<file path="src/rtl/alu_steuerwerk.sv">
`default_nettype none
// ============================================================================
//  Module      : alu_steuerwerk
//  Description : Sequencer between instruction decode and the ALU. Accepts one
//                operation per valid/ready handshake, latches operands and
//                function code, issues StartSignal then Schreibsignal, waits
//                on multi-cycle units (sqrt/div/mod) with a timeout, and
//                returns the captured result over a second valid/ready
//                handshake. Unsupported codes are answered with an error
//                result and never reach the ALU strobes.
//  Ports       :
//      Clock_i / Reset_i            clock, synchronous active-high reset
//      Anfrage_i / Bereit_o         request handshake
//      AnfrageCode_i, AnfrageDaten1_i, AnfrageDaten2_i   request payload
//      Daten1_o, Daten2_o, FunktionsCode_o               latched to the ALU
//      StartSignal_o, Schreibsignal_o                    one-cycle ALU strobes
//      AluErgebnis_i, MehrzyklusFertig_i                 ALU result / done
//      Ergebnis_o, Fehler_o, ErgebnisGueltig_o, ErgebnisAbnahme_i
//                                                        result handshake
//  Parameter   : ZEITLIMIT (1..255) cycles allowed in WARTEN before timeout
//  Revision    : 1.0 - initial release
// ============================================================================
module alu_steuerwerk #(
    parameter int unsigned ZEITLIMIT = 64
) (
    input  logic        Clock_i,
    input  logic        Reset_i,
    input  logic        Anfrage_i,
    output logic        Bereit_o,
    input  logic [5:0]  AnfrageCode_i,
    input  logic [31:0] AnfrageDaten1_i,
    input  logic [31:0] AnfrageDaten2_i,
    output logic [31:0] Daten1_o,
    output logic [31:0] Daten2_o,
    output logic [5:0]  FunktionsCode_o,
    output logic        StartSignal_o,
    output logic        Schreibsignal_o,
    input  logic [31:0] AluErgebnis_i,
    input  logic        MehrzyklusFertig_i,
    output logic [31:0] Ergebnis_o,
    output logic        ErgebnisGueltig_o,
    input  logic        ErgebnisAbnahme_i,
    output logic        Fehler_o
);

    typedef enum logic [2:0] {
        LEERLAUF  = 3'd0,
        START     = 3'd1,
        SCHREIBEN = 3'd2,
        WARTEN    = 3'd3,
        ERFASSEN  = 3'd4,
        AUSGABE   = 3'd5
    } state_e;

    // Counter value at which WARTEN gives up (compared against the
    // incremented count, so the error result appears ZEITLIMIT cycles
    // after the start strobe).
    localparam logic [8:0] LIMIT_M1 = 9'(ZEITLIMIT - 1);

    state_e      state_q;
    logic [7:0]  cnt_q;
    logic [8:0]  cnt_d;
    logic        bereit_q;
    logic        start_q;
    logic        schreib_q;
    logic        gueltig_q;
    logic        fehler_q;
    logic [31:0] ergebnis_q;
    logic [31:0] daten1_q;
    logic [31:0] daten2_q;
    logic [5:0]  code_q;
    logic        w_req_supported;
    logic        w_is_multi;

    function automatic logic f_supported(input logic [5:0] code);
        logic [4:0] lo;
        lo = code[4:0];
        return !code[5] && ((lo <= 5'd9) ||
                            ((lo >= 5'd16) && (lo <= 5'd21)) ||
                            ((lo >= 5'd24) && (lo <= 5'd28)));
    endfunction

    // The request is decoded from the input bus; the multi-cycle decision is
    // taken in START from the already latched code.
    assign w_req_supported = f_supported(AnfrageCode_i);
    assign w_is_multi      = (code_q == 6'd3) || (code_q == 6'd4) ||
                             (code_q == 6'd5);
    assign cnt_d           = {1'b0, cnt_q} + 9'd1;

    always_ff @(posedge Clock_i) begin
        if (Reset_i) begin
            state_q    <= LEERLAUF;
            cnt_q      <= 8'd0;
            bereit_q   <= 1'b1;
            start_q    <= 1'b0;
            schreib_q  <= 1'b0;
            gueltig_q  <= 1'b0;
            fehler_q   <= 1'b0;
            ergebnis_q <= 32'd0;
            daten1_q   <= 32'd0;
            daten2_q   <= 32'd0;
            code_q     <= 6'd0;
        end else begin
            // Strobes are single-cycle; only the transitions below raise them.
            start_q   <= 1'b0;
            schreib_q <= 1'b0;
            case (state_q)
                LEERLAUF: begin
                    if (Anfrage_i && bereit_q) begin
                        daten1_q <= AnfrageDaten1_i;
                        daten2_q <= AnfrageDaten2_i;
                        code_q   <= AnfrageCode_i;
                        bereit_q <= 1'b0;
                        if (w_req_supported) begin
                            start_q <= 1'b1;
                            state_q <= START;
                        end else begin
                            ergebnis_q <= 32'd0;
                            fehler_q   <= 1'b1;
                            gueltig_q  <= 1'b1;
                            state_q    <= AUSGABE;
                        end
                    end
                end
                START: begin
                    cnt_q <= 8'd0;
                    if (w_is_multi) begin
                        state_q <= WARTEN;
                    end else begin
                        schreib_q <= 1'b1;
                        state_q   <= SCHREIBEN;
                    end
                end
                WARTEN: begin
                    cnt_q <= cnt_d[7:0];
                    // Done has priority over a timeout on the same edge.
                    if (MehrzyklusFertig_i) begin
                        schreib_q <= 1'b1;
                        state_q   <= SCHREIBEN;
                    end else if (cnt_d >= LIMIT_M1) begin
                        ergebnis_q <= 32'd0;
                        fehler_q   <= 1'b1;
                        gueltig_q  <= 1'b1;
                        state_q    <= AUSGABE;
                    end
                end
                SCHREIBEN: begin
                    state_q <= ERFASSEN;
                end
                ERFASSEN: begin
                    ergebnis_q <= AluErgebnis_i;
                    fehler_q   <= 1'b0;
                    gueltig_q  <= 1'b1;
                    state_q    <= AUSGABE;
                end
                AUSGABE: begin
                    if (ErgebnisAbnahme_i) begin
                        gueltig_q <= 1'b0;
                        bereit_q  <= 1'b1;
                        state_q   <= LEERLAUF;
                    end
                end
                default: begin
                    gueltig_q <= 1'b0;
                    bereit_q  <= 1'b1;
                    state_q   <= LEERLAUF;
                end
            endcase
        end
    end

    assign Bereit_o          = bereit_q;
    assign StartSignal_o     = start_q;
    assign Schreibsignal_o   = schreib_q;
    assign ErgebnisGueltig_o = gueltig_q;
    assign Fehler_o          = fehler_q;
    assign Ergebnis_o        = ergebnis_q;
    assign Daten1_o          = daten1_q;
    assign Daten2_o          = daten2_q;
    assign FunktionsCode_o   = code_q;

endmodule
`default_nettype wire

</file>
<file path="config.mk">
export PLATFORM = sky130hd
export DESIGN_NAME = alu_steuerwerk
export DESIGN_NICKNAME = d
export VERILOG_FILES = /design/src/rtl/alu_steuerwerk.sv
export SDC_FILE = /design/constraint.sdc
export NUM_CORES = 1
export LEC_CHECK = 0
export CAP_MARGIN = 20
export CORE_AREA = 2 2 103 130
export DETAILED_ROUTE_END_ITERATION = 12
export DIE_AREA = 0 0 105 132
export PLACE_DENSITY = 0.75
export SLEW_MARGIN = 20
export SYNTH_ARGS = -nofsm -noshare
export SYNTH_HDL_FRONTEND = slang
export SYNTH_SLANG_ARGS = --single-unit
</file>
<file path="constraint.sdc">
create_clock -name Clock_i -period 2.4 [get_ports Clock_i]
set_input_delay 0.48 -clock Clock_i [delete_from_list [all_inputs] [get_ports Clock_i]]
set_output_delay 0.48 -clock Clock_i [all_outputs]
set_load 0.03 [all_outputs]
</file>
-- Yosys cells after proc, flatten, opt, wreduce, memory -nomap -nowiden
Index checks and enable logic that the tools add are counted.
- $add $sub $neg: 1
- multipliers: 0
- divide/modulo/power cells: 0
- order comparisons: 6
- eq/ne operators: 14
- shifts and indexed selects: 0
- muxes and demuxes: 27
- bitwise gates (word level): 4
- reductions and logical operators: 20
- operators by type and width (operator ; number):
    two-way mux 32 bit ; 4
    one-hot mux 32 bit (3 select lines) ; 1
    one-hot mux 3 bit (6 select lines) ; 1
    one-hot mux 8 bit (2 select lines) ; 1
    two-way mux 3 bit ; 5
    equality test 6 x 3 -> 1 bit, second input constant ; 2
    two-way mux 1 bit ; 11
    greater-or-equal comparator 5 bit, second input constant ; 2
    <= comparator 5 bit, second input constant ; 2
    inequality test 2 bit, second input constant ; 5
    adder 8 x 1 -> 9 bit, second input constant ; 1
    greater-or-equal comparator 9 x 6 -> 1 bit, second input constant ; 1
    equality test 3 x 2 -> 1 bit, second input constant ; 2
    equality test 3 bit, second input constant ; 2
    equality test 6 x 2 -> 1 bit, second input constant ; 1
    one-hot mux 1 bit (3 select lines) ; 2
    AND reduction 3 bit ; 2
    AND reduction 6 bit ; 1
    <= comparator 5 x 4 -> 1 bit, second input constant ; 1
    one-hot mux 1 bit (5 select lines) ; 1
    AND reduction 5 bit ; 1
    logical AND 1 bit ; 4
    logical OR 1 bit ; 4
    inverter 1 bit ; 4
    11 further kinds ; 11
- flip-flop bits (word level): 118
- latch bits: 0
- bits in writable memories: 0
- ROM bits: 0
- input port bits: 107
- output and inout bits: 107
- logic and storage cells: 83
- memories: 0

-- Logic depth before layout (Yosys ltp)
- depth in word-level cells: 8
- gate-level depth with buffers: 8
- gate-level depth less buffers: 7

-- Worst setup path before layout
OpenSTA, ideal clock, no wires.
- path type: register -> register
- start: register cnt_q[0]
- end: register ergebnis_q[23] (netlist: Ergebnis_o[23])
- library setup time: 0.134 ns
- arrival: 2.085 ns
- required time: 2.266 ns
- path slack: 0.181 ns
- stages on the path, launching flop included: 9
- path buffers: 1
- clock period less this slack: 2.219 ns
- path through: dfxtp_1 inv_1 ha_1 nor2_1 nor2_1 or4b_4 a311oi_4 buf_6 a211oi_1
- cells in the longest elaborated chain, start to end: 4
- RTL lines (item ; RTL line ; source):
    start: declaration ; 61 ; logic [7:0] cnt_q;
    start signal: assignment ; 135 ; cnt_q <= cnt_d[7:0];
    adder 8 x 1 -> 9 bit ; 88 ; assign cnt_d = {1'b0, cnt_q} + 9'd1;
    greater-or-equal comparator 9 x 6 -> 1 bit ; 140 ; end else if (cnt_d >= LIMIT_M1) begin
    inequality test 2 bit (no source line) ; - ;
    AND reduction 5 bit (no source line) ; - ;
    end signal: assignment ; 151 ; ergebnis_q <= AluErgebnis_i;
    end: declaration ; 68 ; logic [31:0] ergebnis_q;
No other way between the ends.
A chain may end at the register's enable or synchronous reset.

-- Worst setup path after layout
- start: input AnfrageCode_i[4]
- end: register ergebnis_q[23] (netlist: Ergebnis_o[23])
- cells in the longest elaborated chain, start to end: 7
- RTL lines (item ; RTL line ; source):
    start: declaration ; 30 ; input logic [5:0] AnfrageCode_i,
    greater-or-equal comparator 5 bit or <= comparator 5 bit (tied branches) ; 79 ; ((lo >= 5'd16) && (lo <= 5'd21)) ||
    logical AND 1 bit ; 79 ;
    logical OR 1 bit ; 78 ; return !code[5] && ((lo <= 5'd9) ||
    logical OR 1 bit * ; 79 ;
    logical AND 1 bit * ; 78 ;
    inequality test 2 bit (no source line) * ; - ;
    AND reduction 5 bit (no source line) * ; - ;
Mark *: on every way between the ends. The rest lies on a longest branch, timed or not.

==> run metrics <==
status completed; hold_buf cts 0; Cell Area, Synth 4600 um^2; switching share of power 0.371; post_cts resized 0; sequential cell area 2360 um^2; Core Util, Final 0.598; Remaining DRCs 0; largest net degree at the start of global routing 73; met2 usage 0.329; fill count 1122; TritonCTS clock tree yes; All-Layer GR Usage 0.197; critical path class in -> reg; Port Buf Inserts 213; Final Wtd Congestion 0.810; die width 105 um; Synth Flop Type dfxtp_1; Avg Inst Size Synth 8.05 um^2; Area Growth Syn to Fin 62.9%; CTS buffer count 17; Worst VDD drop 0.000661 V; Least-Margin Pin Slew 706 ps; placed cell area 6910 um^2; GR Layer Usage met3 0.0756; DP Worst Slack -293 ps; slowest cell on the critical path clkdlybuf4s50_1; Slew headroom 0.529; htree depth 4; proportion of power drawn by the clock network 0.307; Die Ht 132 um; CTS Buffer Depth 2; critical path fanouts, max 33; NetSw 3.00 mW; Synth Instances 572; CP cell instances clkdlybuf4s50_1, mux2_2, a221o_1, a221oi_2, a311oi_4, buf_12, a211oi_1; achievable clock frequency 432 MHz; CP required 2710 ps; Total Nets Final 883; die footprint 13900 um^2; register area share after synthesis 0.513; power share of the combinational group 0.376; Max-Cap Viols 0; Pins Over Slew Limit 0; later-pin clock latency in the skew report 410 ps; final setup TNS 0 ps; Largest stage delay, worst path 490 ps; #FFs+latches synth 118; syn nets 681; unrepaired setup endpoints after global routing false; Post-synth EDFFs 0; n_diodes 0; Routed WL per cell 14.6 um; Seq pwr share 0.317; Core Area 12500 um^2; initial antenna violation count 0; router iterations before antenna repair 5; final worst setup slack 84.7 ps; Layout Skew 8.64 ps; power density cells 1080 nW/um^2; fraction of registers with async set or reset after synthesis 0; vias in the first global route 4437; CTS Sinks 118; DRT iter0 DRCs 209; CTS Root Cell clkbuf_16; postcts setup bufs 0; Final Cell Area 7500 um^2; Final ANT Viol Nets 0; global route overflow 0; Multi-input gate area 2050 um^2; fraction of layout cells with a size suffix above 1 0.0686; global-route wire length before repair 22.2 mm; Hold WC Path Type reg -> reg; Fin. Hold Viols 0; startpoint types input port; routed vias 4660; met1 Usage GRT 0.226; DP HPWL 9.89 mm; CP arrival 2630 ps; post-DR vias/cell 4.88; # setup viols final 0; gr busiest metal met2; CTS clock-pin slew for the worst setup and hold paths 50 ps; Hold WS 453 ps; FP Rows 46; I/O pin count 214; synth unique cells 37; Int Pwr 5.10 mW; part of the cycle the worst path needs 0.965; Leakage 2.60 nW; crit path capture type flop; drt total wl 13.9 mm; Yosys warnings 0; crit path time final 2320 ps; Starting Density 0.367
-- layout by cell type, fill, tap and decap left out, types with 5 or more instances in the layout --
cell / netlist / layout
nor3_1: 5 / 5
o21ai_0: 7 / 7
inv_1: 5 / 5
clkdlybuf4s50_1: 0 / 212
a21oi_1: 112 / 112
nor2_1: 16 / 16
nand2_1: 187 / 186
clkbuf_16: 0 / 17
a211oi_1: 35 / 35
dfxtp_1: 118 / 118
buf_4: 0 / 9
-- layer usage --
metal | up-vias | part of all wire
met2 | 165 | 0.49
met1 | 2111 | 0.42
met3 | 20 | 0.074
met4 | 0 | 0.020
met5 | - | 0
li1 | 2364 | -
-- sequential cells by signal (all words and copies together) (netlist names) --
| name | flops |
|---|---|
| state_q | 3 |
| FunktionsCode_o | 6 |
| StartSignal_o | 1 |
| Schreibsignal_o | 1 |
| Daten1_o | 32 |
| Fehler_o | 1 |
| Ergebnis_o | 32 |
| Bereit_o | 1 |
| cnt_q | 8 |
| Daten2_o | 32 |
| ErgebnisGueltig_o | 1 |
-- cell type report --
| class | count | share of cell area |
|---|---|---|
| Sequential cell | 118 | 0.315 |
| Multi-Input combinational cell | 407 | 0.273 |
| Clock inverter | 14 | 0.0202 |
| Inverter | 5 | 0.00250 |
| Tap cell | 168 | 0.0280 |
| Clock buffer | 18 | 0.0586 |
| Timing Repair Buffer | 225 | 0.303 |
-- power groups by stage --
| stage | combinational [mW] | sequential [mW] | clock, mW |
|---|---|---|---|
| finish | 3.04 | 2.57 | 2.49 |
| global route | 3.28 | 2.62 | 2.63 |
| CTS | 3.07 | 2.57 | 2.55 |
| detailed placement | 3.06 | 2.61 | 0 |
| global placement | 2.99 | 2.59 | 0 |
| floorplan | 1.25 | 3.19 | 0 |
-- Yosys cell counts, drive strengths merged (2+ instances only) --
| library cell | number | area [um^2] |
|---|---|---|
| nor4 | 3 | 33.8 |
| a31oi | 4 | 25.0 |
| nor2 | 16 | 60.1 |
| ha | 2 | 25.0 |
| and2 | 3 | 18.8 |
| inv | 5 | 18.8 |
| clkbuf | 35 | 131 |
| nand2 | 187 | 702 |
| a22oi | 4 | 30.0 |
| mux2i | 2 | 20.0 |
| nand2b | 4 | 25.0 |
| a21oi | 112 | 561 |
| buf | 7 | 51.3 |
| o21ai | 7 | 35.0 |
| a221oi | 2 | 23.8 |
| dfxtp | 118 | 2360 |
| nor3 | 5 | 25.0 |
| a211oi | 35 | 263 |
| o21a | 3 | 22.5 |
| nor2b | 2 | 12.5 |
| nand4 | 2 | 12.5 |
| mux2 | 3 | 33.8 |
-- logic make-up after synthesis --
| logic type | count (synthesis) | share of synthesized area |
|---|---|---|
| AO/OA/AOI/OAI | 170 | 0.218 |
| adder cells (fa/ha/maj) | 2 | 0.00544 |
| buffers and inverters | 47 | 0.0438 |
| flip-flops | 118 | 0.513 |
| multiplexers | 5 | 0.0117 |
| AND/OR/NAND/NOR | 230 | 0.208 |
-- per-stage QoR --
stage	total power, mW	std cells
floorplan	4.44	572
global placement	5.58	923
detailed placement	5.67	923
CTS	8.19	955
global route	8.52	955
finish	8.10	955
-- path summary, 6_finish.rpt --
| check | startpoint | end | slack, ps | depth (start not counted) |
|---|---|---|---|---|
| min reg2reg | Daten1_o[25] | Daten1_o[25] | 450 | 2 |
| min | Daten1_o[25] | Daten1_o[25] | 450 | 2 |
| max | AnfrageCode_i[4] | Ergebnis_o[23] | 80 | 7 |
| max reg2reg | cnt_q[1] | Ergebnis_o[3] | 160 | 7 |
-- critical path: cells and delay by family --
kind	cells	cell delay (ps)
muxes	1	350
AOI/OAI and AO/OA	4	1090
buffers and inverters	2	690
No activity file was read; power rests on OpenSTA's default activity.
